File: config.mk
export PLATFORM = sky130hd
export DESIGN_NAME = dmem_arbiter
export DESIGN_NICKNAME = d
export VERILOG_FILES = /design/src/rtl/dmem_arb_defs.sv /design/src/rtl/rr_pick2.sv /design/src/rtl/dmem_arbiter.sv
export SDC_FILE = /design/constraint.sdc
export NUM_CORES = 1
export LEC_CHECK = 0
export ABC_CLOCK_PERIOD_IN_PS = 2750
export CORE_AREA = 4 4 95 97
export CTS_CLUSTER_SIZE = 8
export DETAILED_ROUTE_END_ITERATION = 16
export DIE_AREA = 0 0 99 101
export PLACE_DENSITY = 0.69
export SLEW_MARGIN = 15
export SYNTH_ARGS = -nofsm -noshare
export SYNTH_HDL_FRONTEND = slang
export SYNTH_SLANG_ARGS = --single-unit
File: constraint.sdc
create_clock -name sysclk -period 2.75 [get_ports sysclk]
set_clock_uncertainty 0.05 [all_clocks]
set_input_delay 0.275 -clock sysclk [delete_from_list [all_inputs] [get_ports sysclk]]
set_output_delay 0.275 -clock sysclk [all_outputs]
set_load 0.05 [all_outputs]
File: src/rtl/dmem_arb_defs.sv
// Shared definitions for the data-memory arbiter: port identifiers and the
// byte-enable encoding that marks a read access.
package dmem_arb_defs;

  typedef enum logic {
    PORT_CPU = 1'b0,
    PORT_EXT = 1'b1
  } port_e;

  // All-zero byte enables mean the access is a read.
  localparam int unsigned DMEM_BE_READ = 0;

endpackage

File: src/rtl/rr_pick2.sv
// Two-way grant picker: a locked owner keeps the port until it stops asking
// or hits its burst limit while the other side waits; otherwise round-robin.
module rr_pick2
  import dmem_arb_defs::*;
(
  input  logic [1:0] i_req,
  input  port_e      i_last_grant,
  input  port_e      i_owner,
  input  logic       i_owner_valid,
  input  logic       i_burst_at_limit,
  output logic [1:0] o_gnt
);

  // Owner continuation, then tie-break against the last winner, then sole requester.
  always_comb begin
    o_gnt = '0;
    if (i_owner_valid && i_req[i_owner] &&
        (!i_burst_at_limit || !i_req[~i_owner])) begin
      o_gnt[i_owner] = 1'b1;
    end else if (&i_req) begin
      o_gnt[~i_last_grant] = 1'b1;
    end else begin
      o_gnt = i_req;
    end
  end

endmodule

File: src/rtl/dmem_arbiter.sv
// Shares one BRAM port between the CPU path (port 0) and an external master
// (port 1). Grant is combinational; read data returns one cycle later, tagged
// with the port that issued the read.
module dmem_arbiter
  import dmem_arb_defs::*;
#(
  parameter int unsigned ADDR_WIDTH = 12,
  parameter int unsigned DATA_WIDTH = 32,
  parameter int unsigned MAX_BURST  = 8
) (
  input  logic                    sysclk,
  input  logic                    rst,
  input  logic                    p0_req,
  input  logic                    p0_lock,
  input  logic [ADDR_WIDTH-1:0]   p0_addr,
  input  logic [DATA_WIDTH-1:0]   p0_wdata,
  input  logic [DATA_WIDTH/8-1:0] p0_byte_w_en,
  output logic                    p0_gnt,
  output logic                    p0_rvalid,
  output logic [DATA_WIDTH-1:0]   p0_rdata,
  input  logic                    p1_req,
  input  logic                    p1_lock,
  input  logic [ADDR_WIDTH-1:0]   p1_addr,
  input  logic [DATA_WIDTH-1:0]   p1_wdata,
  input  logic [DATA_WIDTH/8-1:0] p1_byte_w_en,
  output logic                    p1_gnt,
  output logic                    p1_rvalid,
  output logic [DATA_WIDTH-1:0]   p1_rdata,
  output logic [ADDR_WIDTH-1:0]   mem_addr,
  output logic [DATA_WIDTH-1:0]   mem_wdata,
  output logic [DATA_WIDTH/8-1:0] mem_byte_w_en,
  output logic                    mem_r_en,
  input  logic [DATA_WIDTH-1:0]   mem_rdata
);

  localparam int unsigned BE_W  = DATA_WIDTH / 8;
  localparam int unsigned CNT_W = $clog2(MAX_BURST);
  localparam logic [CNT_W-1:0] CNT_LIMIT = CNT_W'(MAX_BURST - 1);
  localparam logic [BE_W-1:0]  BE_READ   = BE_W'(DMEM_BE_READ);

  port_e            r_last_grant;
  logic             r_owner_valid;
  port_e            r_owner;
  logic [CNT_W-1:0] r_burst_cnt;
  logic             r_rvalid;
  port_e            r_rport;

  logic [1:0]            w_pick_gnt;
  logic [1:0]            w_gnt;
  logic                  w_granted;
  port_e                 w_g;
  logic                  w_lock_g;
  logic                  w_burst_at_limit;
  logic [ADDR_WIDTH-1:0] w_mem_addr;
  logic [DATA_WIDTH-1:0] w_mem_wdata;
  logic [BE_W-1:0]       w_mem_be;
  logic                  w_mem_r_en;

  assign w_burst_at_limit = (r_burst_cnt >= CNT_LIMIT);

  rr_pick2 u_pick (
    .i_req            ({p1_req, p0_req}),
    .i_last_grant     (r_last_grant),
    .i_owner          (r_owner),
    .i_owner_valid    (r_owner_valid),
    .i_burst_at_limit (w_burst_at_limit),
    .o_gnt            (w_pick_gnt)
  );

  // Nothing is granted while reset is held.
  assign w_gnt     = rst ? w_pick_gnt : 2'b00;
  assign w_granted = |w_gnt;
  assign w_g       = w_gnt[1] ? PORT_EXT : PORT_CPU;
  assign w_lock_g  = w_gnt[1] ? p1_lock : p0_lock;

  // Route the granted port's request onto the BRAM side; idle bus is all zero.
  always_comb begin
    w_mem_addr  = '0;
    w_mem_wdata = '0;
    w_mem_be    = '0;
    if (w_gnt[0]) begin
      w_mem_addr  = p0_addr;
      w_mem_wdata = p0_wdata;
      w_mem_be    = p0_byte_w_en;
    end else if (w_gnt[1]) begin
      w_mem_addr  = p1_addr;
      w_mem_wdata = p1_wdata;
      w_mem_be    = p1_byte_w_en;
    end
  end

  assign w_mem_r_en    = w_granted && (w_mem_be == BE_READ);
  assign mem_addr      = w_mem_addr;
  assign mem_wdata     = w_mem_wdata;
  assign mem_byte_w_en = w_mem_be;
  assign mem_r_en      = w_mem_r_en;

  assign p0_gnt = w_gnt[0];
  assign p1_gnt = w_gnt[1];

  // Track round-robin history, burst ownership and the pending read return.
  always_ff @(posedge sysclk or negedge rst) begin
    if (!rst) begin
      r_last_grant  <= PORT_EXT;
      r_owner_valid <= 1'b0;
      r_owner       <= PORT_CPU;
      r_burst_cnt   <= '0;
      r_rvalid      <= 1'b0;
      r_rport       <= PORT_CPU;
    end else begin
      r_rvalid <= w_mem_r_en;
      r_rport  <= w_g;
      if (w_granted) begin
        r_last_grant <= w_g;
        if (w_lock_g) begin
          if (r_owner_valid && (r_owner == w_g)) begin
            if (r_burst_cnt != CNT_LIMIT) begin
              r_burst_cnt <= r_burst_cnt + CNT_W'(1);
            end
          end else begin
            // New owner, including the port that won a forced rotation.
            r_owner       <= w_g;
            r_owner_valid <= 1'b1;
            r_burst_cnt   <= '0;
          end
        end else begin
          r_owner_valid <= 1'b0;
          r_burst_cnt   <= '0;
        end
      end else begin
        r_owner_valid <= 1'b0;
        r_burst_cnt   <= '0;
      end
    end
  end

  assign p0_rvalid = rst && r_rvalid && (r_rport == PORT_CPU);
  assign p1_rvalid = rst && r_rvalid && (r_rport == PORT_EXT);
  assign p0_rdata  = p0_rvalid ? mem_rdata : '0;
  assign p1_rdata  = p1_rvalid ? mem_rdata : '0;

endmodule

-- Yosys cells after proc, flatten, opt, wreduce, memory -nomap -nowiden
Index checks and enable logic that the tools add are counted.
- input bits: 134
- word-level logic and storage cells: 65
- bits in registers: 8
- mux-type cells: 28
- $add $sub $neg: 1
- eq/ne operators: 4
- bitwise gates (word level): 4
- order comparisons: 6
- reductions and logical operators: 16
- operator list (cell ; count):
    two-way mux 32 bit ; 4
    two-way mux 12 bit ; 2
    two-way mux 3 bit ; 4
    two-way mux 1 bit ; 11
    logical AND 1 bit ; 9
    two-way mux 4 bit ; 2
    < comparator 1 x 2 -> 1 bit (second input constant) ; 3
    two-way mux 2 bit ; 3
    inequality test 3 bit (second input constant) ; 2
    zero test 4 bit ; 1
    inequality test 4 x 3 -> 1 bit (second input constant) ; 1
    NOT 1 bit ; 4
    adder 3 x 1 -> 3 bit (second input constant) ; 1
    greater-or-equal comparator 3 bit (second input constant) ; 1
    AND reduction 3 bit ; 1
    demux 1 bit (select 1 bit) ; 2
    greater-or-equal comparator 1 bit (second input constant) ; 2
    zero test 1 bit ; 2
    AND reduction 2 bit ; 1
    OR reduction 2 bit ; 1
    == test 1 bit ; 1
    logical OR 1 bit ; 1

-- Logic depth before layout (Yosys ltp)
Gate-level depths: netlist (run 1).
- word-level depth: 14
- gate-level depth with buffers: 9

-- Hierarchy
Synthesis (run 1) repeated with hierarchy kept, for this count alone.
- cells, all modules: 180
- area total of the unflattened synthesis: 1435.1 um^2
- modules (own cells, without submodules) (module ; cells an instance ; seq. area each (um^2) ; times used ; area each (um^2)):
    dmem_arbiter ; 173 ; 201.4 ; 1 ; 1373.8
    rr_pick2 ; 7 ; 0.0 ; 1 ; 61.3

-- Least setup slack after synthesis (run 1)
OpenSTA, ideal clock, no wires.
- path type: flip-flop to output port
- start point: register r_burst_cnt[0]
- end point: output mem_wdata[25]
- buffers on the path: 2
- required time: 2.425 ns
- path slack: 0.136 ns
- stages on the path, launching flop included: 9
- data arrival time: 2.289 ns
- cells stage by stage: dfrtp_1 > ha_1 > ha_1 > buf_6 > a31oi_1 > a21oi_1 > a21oi_2 > buf_2 > a22o_1
- RTL lines (what ; RTL line ; RTL):
    start: declaration ; dmem_arbiter.sv:44 ; logic [CNT_W-1:0] r_burst_cnt;
    start signal: assignment ; dmem_arbiter.sv:118 ; r_burst_cnt <= r_burst_cnt + CNT_W'(1);
    greater-or-equal comparator 3 bit ; dmem_arbiter.sv:59 ; assign w_burst_at_limit = (r_burst_cnt >= CNT_LIMIT);
    zero test 1 bit ; rr_pick2.sv:18 ; (!i_burst_at_limit || !i_req[~i_owner])) begin
    logical OR 1 bit ; rr_pick2.sv:18 ;
    logical AND 1 bit ; rr_pick2.sv:17 ; if (i_owner_valid && i_req[i_owner] &&
    two-way mux 2 bit ; rr_pick2.sv:17 ;
    two-way mux 2 bit ; dmem_arbiter.sv:71 ; assign w_gnt = rst ? w_pick_gnt : 2'b00;
    net p0_gnt ; dmem_arbiter.sv:18 ; output logic p0_gnt,
    two-way mux 32 bit ; dmem_arbiter.sv:81 ; if (w_gnt[0]) begin
    end: declaration ; dmem_arbiter.sv:30 ; output logic [DATA_WIDTH-1:0] mem_wdata,
The timed path passes the listed nets, and every way through them passes these cells.

-- Final worst setup path (run 1)
- start point: register r_burst_cnt[1]
- end point: output mem_wdata[30]
- longest elaborated chain between the ends: 8
- RTL lines (what ; RTL line ; RTL):
    greater-or-equal comparator 3 bit * ; dmem_arbiter.sv:59 ;
    zero test 1 bit * ; rr_pick2.sv:18 ;
    logical OR 1 bit * ; rr_pick2.sv:18 ;
    logical AND 1 bit * ; rr_pick2.sv:17 ;
    two-way mux 2 bit * ; rr_pick2.sv:17 ;
    two-way mux 2 bit * ; dmem_arbiter.sv:71 ;
    two-way mux 32 bit ; dmem_arbiter.sv:85 ; end else if (w_gnt[1]) begin
    two-way mux 32 bit * ; dmem_arbiter.sv:81 ;
Every way passes the cells marked *; elsewhere a longest branch is shown, timed or not.

==> results of run 1 <==
[registers in the layout (all words and copies together) (netlist names)]
name and cells:
r_rport 1, r_rvalid 1, r_burst_cnt 3, r_last_grant 1
r_owner 1, r_owner_valid 1
[per-stage QoR]
stage / power, mW / instances / utilization [%] / setup TNS, ps / area [um2]
2_1_floorplan: 0.500 / 174 / - / 0 / 1420
3_3_place_gp: 1.02 / 518 / 63.7 / 0 / 5180
3_5_place_dp: 1.03 / 518 / 63.7 / 0 / 5180
4_1_cts: 1.20 / 526 / 65.0 / 0 / 5290
5_1_grt: 1.26 / 536 / 66.9 / -370 / 5450
6_report: 1.21 / 536 / 66.9 / 0 / 5450
[per-layer routing]
layer  vias up  share of wire (%)  track usage [%]
met2       158                 54             33.0
met3        14                9.8             5.40
met1      1124                 34             17.4
met5         -                  0                0
li1       1158                  -                -
met4         0                1.6             3.89
[cell type report]
class | instances | area [um2] | share of cell area [%]
repair buffers | 270 | 3920 | 72.0
clock buffers | 4 | 45.0 | 0.827
well taps | 105 | 131 | 2.41
multi-input cells | 149 | 1140 | 21.0
flip-flops and latches | 8 | 204 | 3.75
[logic make-up after synthesis]
| kind of cell | Yosys count | share of synthesized area, % |
|---|---|---|
| AOI/OAI and AO/OA | 58 | 36.4 |
| xor gates and xnor gates | 1 | 0.618 |
| adders and majority gates | 2 | 1.77 |
| buffers and inverters | 17 | 8.13 |
| DFF | 8 | 14.2 |
| muxes | 2 | 1.41 |
| and+or+nand+nor | 86 | 37.5 |
[timing repair]
action                                  4_1_cts  5_1_grt
setup buffers                                 3        7
endpoints found under the hold margin         0        0
gates cloned                                  1        3
pin swaps                                     2        2
endpoints found under the setup margin       38        7
resized for setup                             4       11
[where the power goes]
| group | leakage [nW] | internal, mW | total [mW] | switching, mW |
|---|---|---|---|---|
| registers | 0.101 | 0.129 | 0.143 | 0.0138 |
| clock network | 0.0228 | 0.100 | 0.146 | 0.0459 |
| logic | 2.11 | 0.508 | 0.924 | 0.416 |
[path summary, 6_finish.rpt]
check | startpoint | to | slack [ps]
max | r_burst_cnt[1] | mem_wdata[30] | 20
min | rst | r_burst_cnt[2] | 370
max reg2reg | r_burst_cnt[1] | r_owner | 420
min reg2reg | r_last_grant | r_last_grant | 480
max in group asynchronous | rst | r_last_grant | 2060
min in group sysclk | r_last_grant | r_last_grant | 480
[Yosys cell counts]
| cell type | instances | share of area (%) |
|---|---|---|
| sky130_fd_sc_hd__nor4_1 | 2 | 0.88 |
| sky130_fd_sc_hd__a22oi_1 | 1 | 0.53 |
| sky130_fd_sc_hd__mux2i_1 | 2 | 1.4 |
| sky130_fd_sc_hd__a2bb2oi_2 | 1 | 1.1 |
| sky130_fd_sc_hd__xor2_1 | 1 | 0.62 |
| sky130_fd_sc_hd__or2_1 | 1 | 0.44 |
| sky130_fd_sc_hd__a21o_1 | 2 | 1.1 |
| sky130_fd_sc_hd__a31oi_1 | 1 | 0.44 |
| sky130_fd_sc_hd__a21oi_2 | 1 | 0.62 |
| sky130_fd_sc_hd__nor4bb_1 | 1 | 0.71 |
| sky130_fd_sc_hd__nand2b_1 | 1 | 0.44 |
| sky130_fd_sc_hd__ha_1 | 2 | 1.8 |
| sky130_fd_sc_hd__clkbuf_1 | 6 | 1.6 |
| sky130_fd_sc_hd__buf_6 | 6 | 4.8 |
| sky130_fd_sc_hd__nand4b_1 | 2 | 1.2 |
| sky130_fd_sc_hd__dfstp_2 | 1 | 1.9 |
| sky130_fd_sc_hd__and3_1 | 3 | 1.3 |
| sky130_fd_sc_hd__dfrtp_1 | 7 | 12 |
| sky130_fd_sc_hd__nand2_1 | 5 | 1.3 |
| sky130_fd_sc_hd__a41oi_1 | 1 | 0.62 |
| sky130_fd_sc_hd__a31oi_4 | 1 | 1.5 |
| sky130_fd_sc_hd__a22o_1 | 48 | 30 |
| sky130_fd_sc_hd__buf_2 | 5 | 1.8 |
| sky130_fd_sc_hd__o211ai_1 | 1 | 0.53 |
| sky130_fd_sc_hd__and2_4 | 1 | 0.62 |
| sky130_fd_sc_hd__nand3_1 | 1 | 0.35 |
| sky130_fd_sc_hd__a21oi_1 | 1 | 0.35 |
| sky130_fd_sc_hd__and3_4 | 1 | 0.79 |
| sky130_fd_sc_hd__and2_1 | 64 | 28 |
| sky130_fd_sc_hd__nor2_1 | 4 | 1.1 |
[layout by cell type, fill, tap and decap left out, types with 3 or more instances in the layout]
master / count
sky130_fd_sc_hd__nor2_1: 4
sky130_fd_sc_hd__clkdlybuf4s50_1: 133
sky130_fd_sc_hd__and3_1: 3
sky130_fd_sc_hd__and2_1: 64
sky130_fd_sc_hd__buf_4: 13
sky130_fd_sc_hd__dfrtp_1: 5
sky130_fd_sc_hd__a22o_1: 48
sky130_fd_sc_hd__buf_12: 120
sky130_fd_sc_hd__nand2_1: 4
sky130_fd_sc_hd__clkbuf_8: 3
==> metrics.yaml, run 1 <==
outcome:
  status: "finished clean"
yosys:
  post_synth.cell_area_avg_um2: 8.14
  synth_fp_nets: 310
  postSynthCellCount: 174
  ys.warnings.count: 0
  synth.ff_latch_count: 8
  post_synthesis_instance_area_um2: 1420
  synth_cell_types: 30
  synth_sequential_area_ratio_pct: 14.2
timing:
  fin_crit_sh_pct: 99.1
  hold_violations_final: 0
  setup_violations: 0
  timing.final.max_slew_violations: 0
  timing.max_slew.rel_slack_pct: 76.4
  worst-slew-pin-transition_ps: 350
  min_period_ps: 2730
  fmaxAchievable_ghz: 0.367
  finalWorstSetupSlack_ps: 23.5
  hold_slack_ps: 370
global_route:
  grt_start_max_net_pins: 34
  grt_pass1_wl_um: 13200
  antenna_violations_before_repair: 0
  grt-ovfl-total: 0
  first_global_vias: 2379
  grt.total_usage_pct: 16.9
floorplanning:
  die_area_um2: 10000
  core_um2: 8130
  floorplan.io_pins: 251
  start_util_pct: 17.4
  dieWidth_um: 99
  die_height_um: 101
  num_rows: 33
routing:
  detailedRoute.firstIterationViolations: 63
  ant_nets: 0
  drt_pre_antenna_iters: 4
  routed_via_density: 4.58
  wirelength_um: 10000
  routed_via_count: 2454
  drc: 0
  routed_wire_length_per_instance_um: 18.7
worst_setup_path:
  critical_path_required_ps: 2420
  type_of_the_worst_setup_path: "reg -> out"
  crit_path_max_incr_delay_ps: 440
  critPathLaunchType: "flip-flop"
  end_kind: "output pin"
  timing.critical_path.arrival_ps: 2400
  critical_path_depth: 9
  cpMaxStageDelayCell: "sky130_fd_sc_hd__dfrtp_2"
  reg2reg_depth: 10
  critical_path_buf_inv_count: 3
  worst_path_most_repeated_cell: "sky130_fd_sc_hd__a31oi_4"
  path_delay_family: "compound AO/OA/AOI/OAI gates"
  cp_max_fo: 7
  crit_chain: "ha_2, ha_4, a31oi_4, nand3_2, a31oi_4, clkbuf_16, buf_4, a22o_1, buf_12"
place:
  place_worst_setup_slack_ps: 175
  routabilityCongestion: 0.807
  hpwl_um: 8240
  placement.io_buffers: 250
clock_network:
  clock_tree.htree_level_count: 1
  holdBufCountCts: 0
  cts-buffers-inserted: 3
  path_clk_slew_ps: 40
  cts.sinks: 8
  cts_tree: "yes"
  clk_latency_ps: 230
  clock_path_buffers: 2
  clock_tree.root_cell: "sky130_fd_sc_hd__clkbuf_8"
final_layout:
  num-fill-cells: 598
  layout.nets: 568
  syn2layout_area_growth_pct: 284
  final_layout_size_suffix_gt1_share_pct: 35.5
  antennaDiodeCount: 0
hold_path:
  hold_class: "in -> async"
power_and_ir_drop:
  power-per-cell-area_nw_per_um2: 223
  max-vdd-ir-drop_uv: 190
  cellLeakagePower_nw: 2.23
run:
  timing.max_cap.violations: 0
No activity file was read; power rests on OpenSTA's default activity.
==> run 2, diff against run 1 <==
--- a/config.mk
+++ b/config.mk
@@ -6,11 +6,13 @@
 export NUM_CORES = 1
 export LEC_CHECK = 0
 export ABC_CLOCK_PERIOD_IN_PS = 2750
-export CORE_AREA = 4 4 95 97
+export CELL_PAD_IN_SITES_DETAIL_PLACEMENT = 0
+export CELL_PAD_IN_SITES_GLOBAL_PLACEMENT = 2
+export CORE_MARGIN = 4
+export CORE_UTILIZATION = 10
 export CTS_CLUSTER_SIZE = 8
 export DETAILED_ROUTE_END_ITERATION = 16
-export DIE_AREA = 0 0 99 101
-export PLACE_DENSITY = 0.69
+export PLACE_DENSITY_LB_ADDON = 0.1
 export SLEW_MARGIN = 15
 export SYNTH_ARGS = -nofsm -noshare
 export SYNTH_HDL_FRONTEND = slang
==> run 2 against run 1 <==
Compared with the run above: clock power is 75% higher; final cell count is 13% higher; flip-flop and latch count stayed put; combinational power is 1% higher; die area is 61% higher; global-route usage is 5.3 points lower; sequential share of layout area is 0.10 points lower; largest power group unchanged.
==> metrics.yaml, run 2 (synthesized netlist as in run 1, its figures left out) <==
final_layout:
  multi_input_area_um2: 1170
  final_layout_size_suffix_gt1_share_pct: 35.2
  postLayoutCoreUtil_pct: 40.3
  fin_area_um2: 5590
  register_area_um2: 204
  final_cell_mix: "133 x sky130_fd_sc_hd__clkdlybuf4s50_1, 121 x sky130_fd_sc_hd__buf_12, 64 x sky130_fd_sc_hd__and2_1"
  largest_register_ffs: 3
  fin_cells: 606
  syn2layout_area_growth_pct: 295
  layout.cells.most_common: "sky130_fd_sc_hd__clkdlybuf4s50_1"
  num-fill-cells: 1376
  antennaDiodeCount: 0
  layout.nets: 563
  max_flop_register: "r_burst_cnt"
routing:
  routed_via_density: 4.00
  routed_wire_length_per_instance_um: 18.2
  drc: 0
  routed_via_count: 2424
  ant_nets: 0
  drt_pre_antenna_iters: 4
  detailedRoute.firstIterationViolations: 41
  wirelength_um: 11000
timing:
  fmaxAchievable_ghz: 0.377
  worst-slew-pin-transition_ps: 358
  min_period_ps: 2650
  timing.max_slew.rel_slack_pct: 76.0
  setup-tns-final_ps: 0
  setup_violations: 0
  hold_violations_final: 0
  fin_crit_sh_pct: 96.5
  grt_setup_unrepaired: "no"
  timing.final.max_slew_violations: 0
  hold_slack_ps: 381
worst_setup_path:
  path_delay_family: "compound AO/OA/AOI/OAI gates"
  cpMaxStageDelayCell: "sky130_fd_sc_hd__dfrtp_2"
  critical_path_buf_inv_count: 3
  critPathLaunchType: "flip-flop"
  timing.critical_path.arrival_ps: 2330
  type_of_the_worst_setup_path: "reg -> out"
  critical_path_required_ps: 2420
  crit_path_max_incr_delay_ps: 440
  end_kind: "output pin"
  cp_max_fo: 11
  crit_chain: "ha_2, ha_4, a31oi_4, nand3_2, a31oi_4, buf_12, clkbuf_16, a22o_1, buf_12"
global_route:
  antenna_violations_before_repair: 0
  grt-ovfl-total: 0
  grt.total_usage_pct: 11.6
  first_global_vias: 2483
  grt_pass1_wl_um: 14800
  grt_start_max_net_pins: 54
clock_network:
  cts_tree: "yes"
  clock_tree.htree_level_count: 1
  clock_tree.root_cell: "sky130_fd_sc_hd__clkbuf_16"
  clk_latency_ps: 230
  path_clk_slew_ps: 40
  cts.sinks: 8
  clock_path_buffers: 2
  cts-buffers-inserted: 3
place:
  placedCellCount: 594
  hpwl_um: 8710
  routabilityCongestion: 0.762
  placement.io_buffers: 250
  placedInstanceArea_um2: 5290
floorplanning:
  floorplan.io_pins: 251
  dieWidth_um: 127
  die_height_um: 127
  core_um2: 13900
  num_rows: 43
  die_area_um2: 16100
  start_util_pct: 10.2
run:
  timing.max_cap.violations: 0
power_and_ir_drop:
  cellLeakagePower_nw: 2.25
  power-per-cell-area_nw_per_um2: 238
  max-vdd-ir-drop_uv: 130
hold_path:
  hold_class: "in -> async"
outcome:
  status: "finished clean"
==> run 2: where the power goes <==
part           internal [mW]  switching, mW
Sequential             0.129         0.0130
Clock                  0.194         0.0619
Combinational          0.513          0.419
==> run 2: layer usage <==
metal | share of wire, % | vias to the layer above | routed length, um | track usage [%]
li1 | - | 1151 | - | -
met1 | 35 | 1104 | 3870 | 11.5
met2 | 53 | 165 | 5830 | 22.1
met3 | 12 | 4 | 1280 | 6.06
met4 | 0.53 | 0 | 59 | 1.58
met5 | 0 | - | 0 | 0
==> run 2: worst reg2reg max path, stage by stage (launching register included) <==
cell and delay [ps]:
sky130_fd_sc_hd__dfrtp_2 440, sky130_fd_sc_hd__ha_2 210, sky130_fd_sc_hd__ha_4 190, sky130_fd_sc_hd__nand4b_1 170, sky130_fd_sc_hd__o211ai_1 350, sky130_fd_sc_hd__a21oi_4 120, sky130_fd_sc_hd__buf_6 200, sky130_fd_sc_hd__a22oi_1 280
sky130_fd_sc_hd__nor2_1 90
==> run 2: repair_timing <==
| item | in CTS | in global routing |
|---|---|---|
| endpoints found under the setup margin | 3 | 49 |
| cloned | 0 | 7 |
| gates resized for setup | 3 | 11 |
| buffers inserted | 0 | 1 |
| hold buffers | 0 | 0 |
| pin swaps | 0 | 2 |
==> run 2: final timing paths <==
| kind | slack (ps) | startpoint | cells past startpoint | endpoint |
|---|---|---|---|---|
| worst max-delay path | 100 | r_burst_cnt[0] | 9 | mem_wdata[12] |
| worst min-delay path | 380 | rst | 1 | r_last_grant |
| worst max register to register | 520 | r_burst_cnt[0] | 8 | r_burst_cnt[1] |
| worst min register to register | 480 | r_last_grant | 1 | r_last_grant |
| max in group asynchronous | 2100 | rst | 2 | r_burst_cnt[0] |
| min in group sysclk | 480 | r_last_grant | 1 | r_last_grant |
==> run 2: through the flow <==
stage | total power [mW] | setup slack, ps
final | 1.33 | 97.4
after global routing | 1.39 | 15.8
after CTS | 1.30 | -3.53
after detailed placement | 1.03 | 216
after global placement | 1.03 | 264
after floorplan | 0.500 | 136
==> run 2: cell type report <==
class	count	area share (%)
Clock buffer	4	1.41
Tap cell	180	4.03
Multi-Input combinational cell	149	20.9
Sequential cell	8	3.65
Timing Repair Buffer	265	70.0
